**config.mk**
```make
export PLATFORM = sky130hd
export DESIGN_NAME = cc_fill_deserializer
export DESIGN_NICKNAME = d
export VERILOG_FILES = /design/src/rtl/cc_fill_deserializer.sv
export SDC_FILE = /design/constraint.sdc
export NUM_CORES = 2
export LEC_CHECK = 0
export ABC_AREA = 1
export CAP_MARGIN = 25
export CORE_MARGIN = 3
export CORE_UTILIZATION = 50
export CTS_CLUSTER_DIAMETER = 60
export DETAILED_ROUTE_END_ITERATION = 8
export PLACE_DENSITY = 0.76
export SLEW_MARGIN = 15
export SYNTH_ARGS = -nofsm -noshare
export SYNTH_HDL_FRONTEND = slang
export SYNTH_SLANG_ARGS = --single-unit
```
**constraint.sdc**
```tcl
create_clock -name clk -period 33.4 [get_ports clk]
set_input_delay 5.01 -clock clk [delete_from_list [all_inputs] [get_ports clk]]
set_output_delay 5.01 -clock clk [all_outputs]
set_load 0.005 [all_outputs]
```
**src/rtl/cc_fill_deserializer.sv**
```systemverilog
// Reassembles 8-beat critical-word-first MEM R bursts into 512-bit lines for the SRAM fill port.
// Latency: line presented 1 cycle after the accepted final beat.
// Backpressure: beat_stall_o holds off the final beat while an earlier line still waits on fill_ready_i.
//
// Ports:
//   clk, rst                        clock, asynchronous active-high reset
//   miss_wren_i/miss_wdata_i        push {tag, index, offset} at AR issue
//   miss_afull_o/miss_full_o        miss-info FIFO occupancy flags
//   beat_valid_i/data_i/last_i      accepted MEM R beat (snooped)
//   beat_stall_o                    combinational; top masks mem_rready with it
//   fill_valid_o/fill_ready_i       line handshake to SRAM fill port
//   fill_tag_o/index_o/data_o       registered line payload
//   err_o                           sticky protocol error
module cc_fill_deserializer #(
    parameter int TAG_W      = 17,
    parameter int IDX_W      = 9,
    parameter int MISS_DEPTH = 2
) (
    input  logic                     clk,
    input  logic                     rst,
    input  logic                     miss_wren_i,
    input  logic [TAG_W+IDX_W+2:0]   miss_wdata_i,
    output logic                     miss_afull_o,
    output logic                     miss_full_o,
    input  logic                     beat_valid_i,
    input  logic [63:0]              beat_data_i,
    input  logic                     beat_last_i,
    output logic                     beat_stall_o,
    output logic                     fill_valid_o,
    input  logic                     fill_ready_i,
    output logic [TAG_W-1:0]         fill_tag_o,
    output logic [IDX_W-1:0]         fill_index_o,
    output logic [511:0]             fill_data_o,
    output logic                     err_o
);

    localparam int MW = TAG_W + IDX_W + 3;
    localparam int PW = (MISS_DEPTH > 1) ? $clog2(MISS_DEPTH) : 1;
    localparam int CW = PW + 1;

    typedef enum logic {S_IDLE, S_FILL} state_t;

    logic [MW-1:0]    r_mem [MISS_DEPTH];
    logic [PW-1:0]    r_wptr, r_rptr;
    logic [CW-1:0]    r_count;
    state_t           r_state;
    logic [2:0]       r_cnt;
    logic [511:0]     r_buf;
    logic             r_fvld;
    logic [TAG_W-1:0] r_ftag;
    logic [IDX_W-1:0] r_fidx;
    logic [511:0]     r_fdata;
    logic             r_err;

    logic [MW-1:0]    w_head;
    logic [2:0]       w_off;
    logic [2:0]       w_slot;
    logic             w_full;
    logic             w_stall;
    logic             w_accept;
    logic             w_end;
    logic             w_load;
    logic             w_push;
    logic             w_err_evt;
    logic [CW-1:0]    w_count_nxt;
    logic [511:0]     w_line;

    assign w_head   = r_mem[r_rptr];
    assign w_off    = w_head[2:0];
    // Wrap arithmetic in 3 bits gives the critical-word-first slot order.
    assign w_slot   = w_off + r_cnt;
    assign w_full   = (r_count == CW'(MISS_DEPTH));
    // Only the final beat needs the output register, so only it is held off.
    assign w_stall  = (r_state == S_FILL) && (r_cnt == 3'd7) && r_fvld && !fill_ready_i;
    assign w_accept = beat_valid_i && (r_state == S_FILL) && !w_stall;
    assign w_end    = w_accept && (beat_last_i || (r_cnt == 3'd7));
    assign w_load   = w_accept && (r_cnt == 3'd7);
    // A full FIFO still takes a push when the head leaves in the same cycle.
    assign w_push   = miss_wren_i && (!w_full || w_end);

    assign w_count_nxt = r_count + CW'(w_push) - CW'(w_end);

    assign w_err_evt = (beat_valid_i && ((r_state == S_IDLE) || w_stall))
                     || (miss_wren_i && w_full && !w_end)
                     || (w_accept && beat_last_i && (r_cnt != 3'd7))
                     || (w_accept && !beat_last_i && (r_cnt == 3'd7));

    // Current beat merged into the partial line so the final beat lands in the output in one step.
    always_comb begin
        w_line = r_buf;
        w_line[64*w_slot +: 64] = beat_data_i;
    end

    // FIFO storage needs no reset; the pointers define what is valid.
    always_ff @(posedge clk) begin
        if (w_push) begin
            r_mem[r_wptr] <= miss_wdata_i;
        end
    end

    always_ff @(posedge clk or posedge rst) begin
        if (rst) begin
            r_wptr  <= '0;
            r_rptr  <= '0;
            r_count <= '0;
            r_state <= S_IDLE;
            r_cnt   <= '0;
            r_buf   <= '0;
            r_fvld  <= 1'b0;
            r_ftag  <= '0;
            r_fidx  <= '0;
            r_fdata <= '0;
            r_err   <= 1'b0;
        end else begin
            if (w_push) r_wptr <= r_wptr + 1'b1;
            if (w_end)  r_rptr <= r_rptr + 1'b1;
            r_count <= w_count_nxt;
            r_state <= (w_count_nxt != '0) ? S_FILL : S_IDLE;

            if (w_end) begin
                r_cnt <= '0;
                r_buf <= '0;
            end else if (w_accept) begin
                r_cnt <= r_cnt + 3'd1;
                r_buf <= w_line;
            end

            // A new line can load in the same cycle the previous one is taken.
            if (w_load) begin
                r_fvld  <= 1'b1;
                r_ftag  <= w_head[MW-1 -: TAG_W];
                r_fidx  <= w_head[3 +: IDX_W];
                r_fdata <= w_line;
            end else if (fill_ready_i) begin
                r_fvld  <= 1'b0;
            end

            if (w_err_evt) r_err <= 1'b1;
        end
    end

    assign miss_afull_o = (r_count >= CW'(MISS_DEPTH - 1));
    assign miss_full_o  = w_full;
    assign beat_stall_o = w_stall;
    assign fill_valid_o = r_fvld;
    assign fill_tag_o   = r_ftag;
    assign fill_index_o = r_fidx;
    assign fill_data_o  = r_fdata;
    assign err_o        = r_err;

endmodule
```
; After elaboration in Yosys (flattened, before gate mapping)
; Memory sizes are Yosys's and may differ from the RTL's.
; Cells that the tools add are included.
[totals]
regBits = 1060
mem_bits_rw = 58
input_bits = 99
out_inout_bits = 543
mem_count = 1
[memory_table]
columns = memory, words, width, read_ports, rd_clocked_by_memory_dff, write_ports, line
row1 = r_mem, 2, 29, 1, 0, 1, 43  ; logic [MW-1:0] r_mem [MISS_DEPTH];
[classes]
n_addsub = 7
order_cmp = 1
n_eq_ne = 3
shifts = 2
muxes = 10
bitwise_logic = 1
n_reduce_logical = 29
[ops]
columns = cell, n
row1 = 512-bit 2-to-1 mux, 2
row2 = 512-bit bitwise mux, 1
row3 = 64-bit by 34-bit variable shift with 512-bit output (first input constant), 1
row4 = 64-bit by 34-bit indexed part select with 512-bit output, 1
row5 = 9-bit negator with 34-bit output, 1
row6 = 1-bit logical AND, 15
row7 = 1-bit logical OR, 6
row8 = 3-bit 2-to-1 mux, 2
row9 = 2-bit nonzero test, 3
row10 = 1-bit logical NOT, 5
row11 = 1-bit 2-to-1 mux, 5
row12 = 3-bit by 1-bit adder with 3-bit output (second input constant), 1
row13 = 3-bit adder, 1
row14 = 3-bit == test (second input constant), 1
row15 = 3-bit != test (second input constant), 1
row16 = 1-bit adder (second input constant), 2
row17 = 2-bit by 1-bit adder with 2-bit output, 1
row18 = 2-bit == test (second input constant), 1
row19 = 2-bit by 1-bit >= comparator with 1-bit output (second input constant), 1
row20 = 2-bit by 1-bit subtractor with 2-bit output, 1
row21 = 1-bit inverter, 1

; Logic depth before layout (Yosys ltp)
[logic_depth]
word_depth = 13
depth_mapped = 23
mapped_depth_nobuf = 18

; Worst setup path after synthesis
; OpenSTA, ideal clock, no wires.
[synth_timing]
path_type = input to output
from = input fill_ready_i
to = output beat_stall_o
t_arrival_ns = 5.247
setup_slack_ns = 23.143
cell_stages = 3
path_buffers = 0
path_cell_list = inv_1 nand4_2 inv_1
[synth_between]
elab_chain_cells = 2
[synth_rtl]
columns = item, line
row1 = from (decl), 30  ; input logic fill_ready_i,
row2 = 1-bit logical NOT, 74  ; assign w_stall = (r_state == S_FILL) && (r_cnt == 3'd7) && r_fvld && !fill_ready_i;
row3 = 1-bit logical AND, 74
row4 = to (decl), 28  ; output logic beat_stall_o,
; No other way between the ends.

; Final worst setup path
; Ends and elaborated chain as after synthesis.

==> results.yml <==
detailed_routing:
  met2WireLength_mm: 73.7
  met1Wirelength_mm: 62.5
  postRouteWirelength_mm: 163
  route.detailed.drc: 0
  dr_total_vias: 42800
  highest_layer: "met5"
  vias_per_cell: 5.71
  wl_met3_mm: 14.1
  first_iter_violations: 5287
  drt-pass1-iter-count: 6
  routedWlPerCell_um: 21.7
  final_antenna_net_count: 0
clock_network:
  cts_max_level: 3
  post_cts_resized: 0
  clk_path_buf_depth: 3
  clk_pin_slew_ps: 60
  cts_sinks: 1118
  hold_buffers: 0
  cts_tree: "built"
  cts_buffers: 115
  clkLatencyLatePin_ps: 700
  postCtsSetupBuffers: 0
  root_buffer: "clkbuf_16"
synth:
  synth_cell_types: 40
  yosysMostFrequentCell: "nand2_1"
  synthCells: 5711
  ys_seq_area_share_pct: 56.8
  synthFlopType: "dfrtp_1"
  netlist.area_leader.share_pct: 53.3
  ys_ff_latch: 1118
  synthTopCellsByCount: "1854 x nand2_1, 1060 x dfrtp_1, 585 x nand3_1"
  synth_edf_count: 58
  yosysTopAreaCell: "dfrtp_1"
  synthTopCellsByArea: "dfrtp_1 53%, nand2_1 14%, nand3_1 5.9%"
  syn-num-nets: 5818
  yosys_warnings: 0
  synth.avg_cell_area_um2: 8.72
  syn_area_mm2: 0.0498
  synthArstFlopShare_pct: 94.8
timing:
  finalHoldViolCount: 0
  fin_ws_ps: 22120
  post-route-period-util_pct: 33.8
  setup_violations: 0
  max_freq_mhz: 88.6
  setup_tns_ps: 0
  fin_crit_ps: 11280
  worstMarginPinSlew_ps: 1070
  drv_slew: 0
  rsz0062_at_grt: "false"
  clock_skew_ps: 27.3
  worst_slew_margin_rel_pct: 28.6
worst_setup_path:
  reg2reg_slack_ps: 27010
  crit_type: "primary input to output pin"
  cp_num_buf_inv: 4
  critical_path.startpoint_type: "primary input"
  cp.required_ps: 28390
  cp_max_fo: 3
  setup.worst_path.end_class: "output pin"
  slowest_stage: "clkdlybuf4s50_1"
  crit_family: "buffers and inverters"
  path_cells: "clkdlybuf4s50_1 > inv_1 > nand4_2 > inv_1 > clkdlybuf4s50_1"
  timing.critical_path.arrival_ps: 6270
  max_stage_delay_ps: 500
pwr:
  irDropWorstVdd_uv: 186
  power_w: 0.00605
  powerDensity_mw_per_mm2: 101
  p_leak_nw: 29.0
placed_design:
  dp.cells: 7284
  gp_congestion: 0.862
  dp_hpwl_mm: 102
  place_ws_ps: 22100
  place.port_buffers: 641
global_routing:
  overflow: 0
  grt_pass1_vias: 40900
  grt_pass1_wl_mm: 247
  grtUsageTotal_pct: 31.0
  grt_max_degree: 185
  antenna_found_initial: 3
final_layout:
  finish.utilization_pct: 60.8
  drive_gt1_share_pct: 8.04
  nets: 6224
  syn2layout_area_growth_pct: 20.4
  final_cells: 7500
  n_fill_cell: 8084
min_path:
  hold_path.class: "flop to flop"
outcome:
  outcome: "complete, no violations"
die:
  io_pins: 642
  die-height_um: 322
  initial_utilization_pct: 50.5
  die_area_mm2: 0.103
  rows: 115
  die_w_um: 322
  core-area_mm2: 0.0986
flow_run:
  maxCapViolCount: 0
cells in the final DEF, fill, tap and decap left out, drive strengths merged, types with 3 or more instances in the layout:
master,netlist,final
nand2,1975,1975
dfrtp,1060,1060
o21ai,698,698
clkdlybuf4s50,0,641
nand3,588,588
inv,424,426
nand4,196,196
clkbuf,186,173
nor2,123,123
o22ai,75,75
a21oi,64,64
edfxtp,58,58
buf,220,56
o31ai,26,26
clkinv,0,22
bufinv,0,7
ha,7,7
diode,0,6
clkinvlp,0,3
power breakdown:
part / total [W] / internal (W) / switching [W]
clock network: 0.00130 / 0.000755 / 0.000542
logic: 0.00288 / 0.000780 / 0.00210
registers: 0.00187 / 0.00170 / 0.000175
total: 0.00605 / 0.00323 / 0.00281
final timing paths:
path                       depth (start not counted)                to    startpoint
max in group asynchronous                          6        r_buf[309]           rst
hold / removal                                     2        r_buf[163]    r_buf[163]
setup reg to reg                                  20        r_buf[403]        r_rptr
hold reg to reg                                    2        r_buf[163]    r_buf[163]
min in group asynchronous                          2  fill_data_o[215]           rst
setup / recovery                                   5      beat_stall_o  fill_ready_i
cell type report:
class                           instances  area (um2)  share of cell area, %
Clock buffer                          173        3410                   5.69
Inverter                              424        1620                   2.70
Antenna cell                            6        15.0                 0.0250
Tap cell                             1287        1610                   2.69
Sequential cell                      1118       28300                   47.2
Multi-Input combinational cell       3761       17600                   29.4
Clock inverter                         34         377                  0.628
Timing Repair Buffer                  697        7030                   11.7
stage by stage:
step           area, um2  hold slack, ps
2_1_floorplan      49800             442
3_3_place_gp       56000             453
3_5_place_dp       56100             463
4_1_cts            59900             478
5_1_grt            59900             492
6_report           60000             476
sequential cells by signal (all words and copies together), names as in the netlist:
| name | cells |
|---|---|
| r_mem | 58 |
| fill_data_o | 512 |
| fill_index_o | 9 |
| fill_valid_o | 1 |
| r_cnt | 3 |
| r_buf | 512 |
| fill_tag_o | 17 |
| r_state | 1 |
| r_count | 2 |
| r_rptr | 1 |
| r_wptr | 1 |
| err_o | 1 |
worst min-delay path: stages, from the launching register on:
cell and delay (ps):
dfrtp_1 340, nand2_1 50, nand2_1 50
metal layers:
metal	GRT usage, %	up-vias
met1	39.7	20700
met3	6.52	488
met2	47.6	2121
li1	-	19500
met5	0	-
met4	20.8	2
cell families after synthesis:
| logic type | Yosys count | share of synthesized area, % |
|---|---|---|
| compound gates | 863 | 9.88 |
| xor+xnor | 2 | 0.0352 |
| fa+ha+maj | 8 | 0.216 |
| flops | 1118 | 56.8 |
| simple gates | 2888 | 25.0 |
| buf+inv | 832 | 8.12 |
Note: power is estimated with default switching activity, not from simulation.
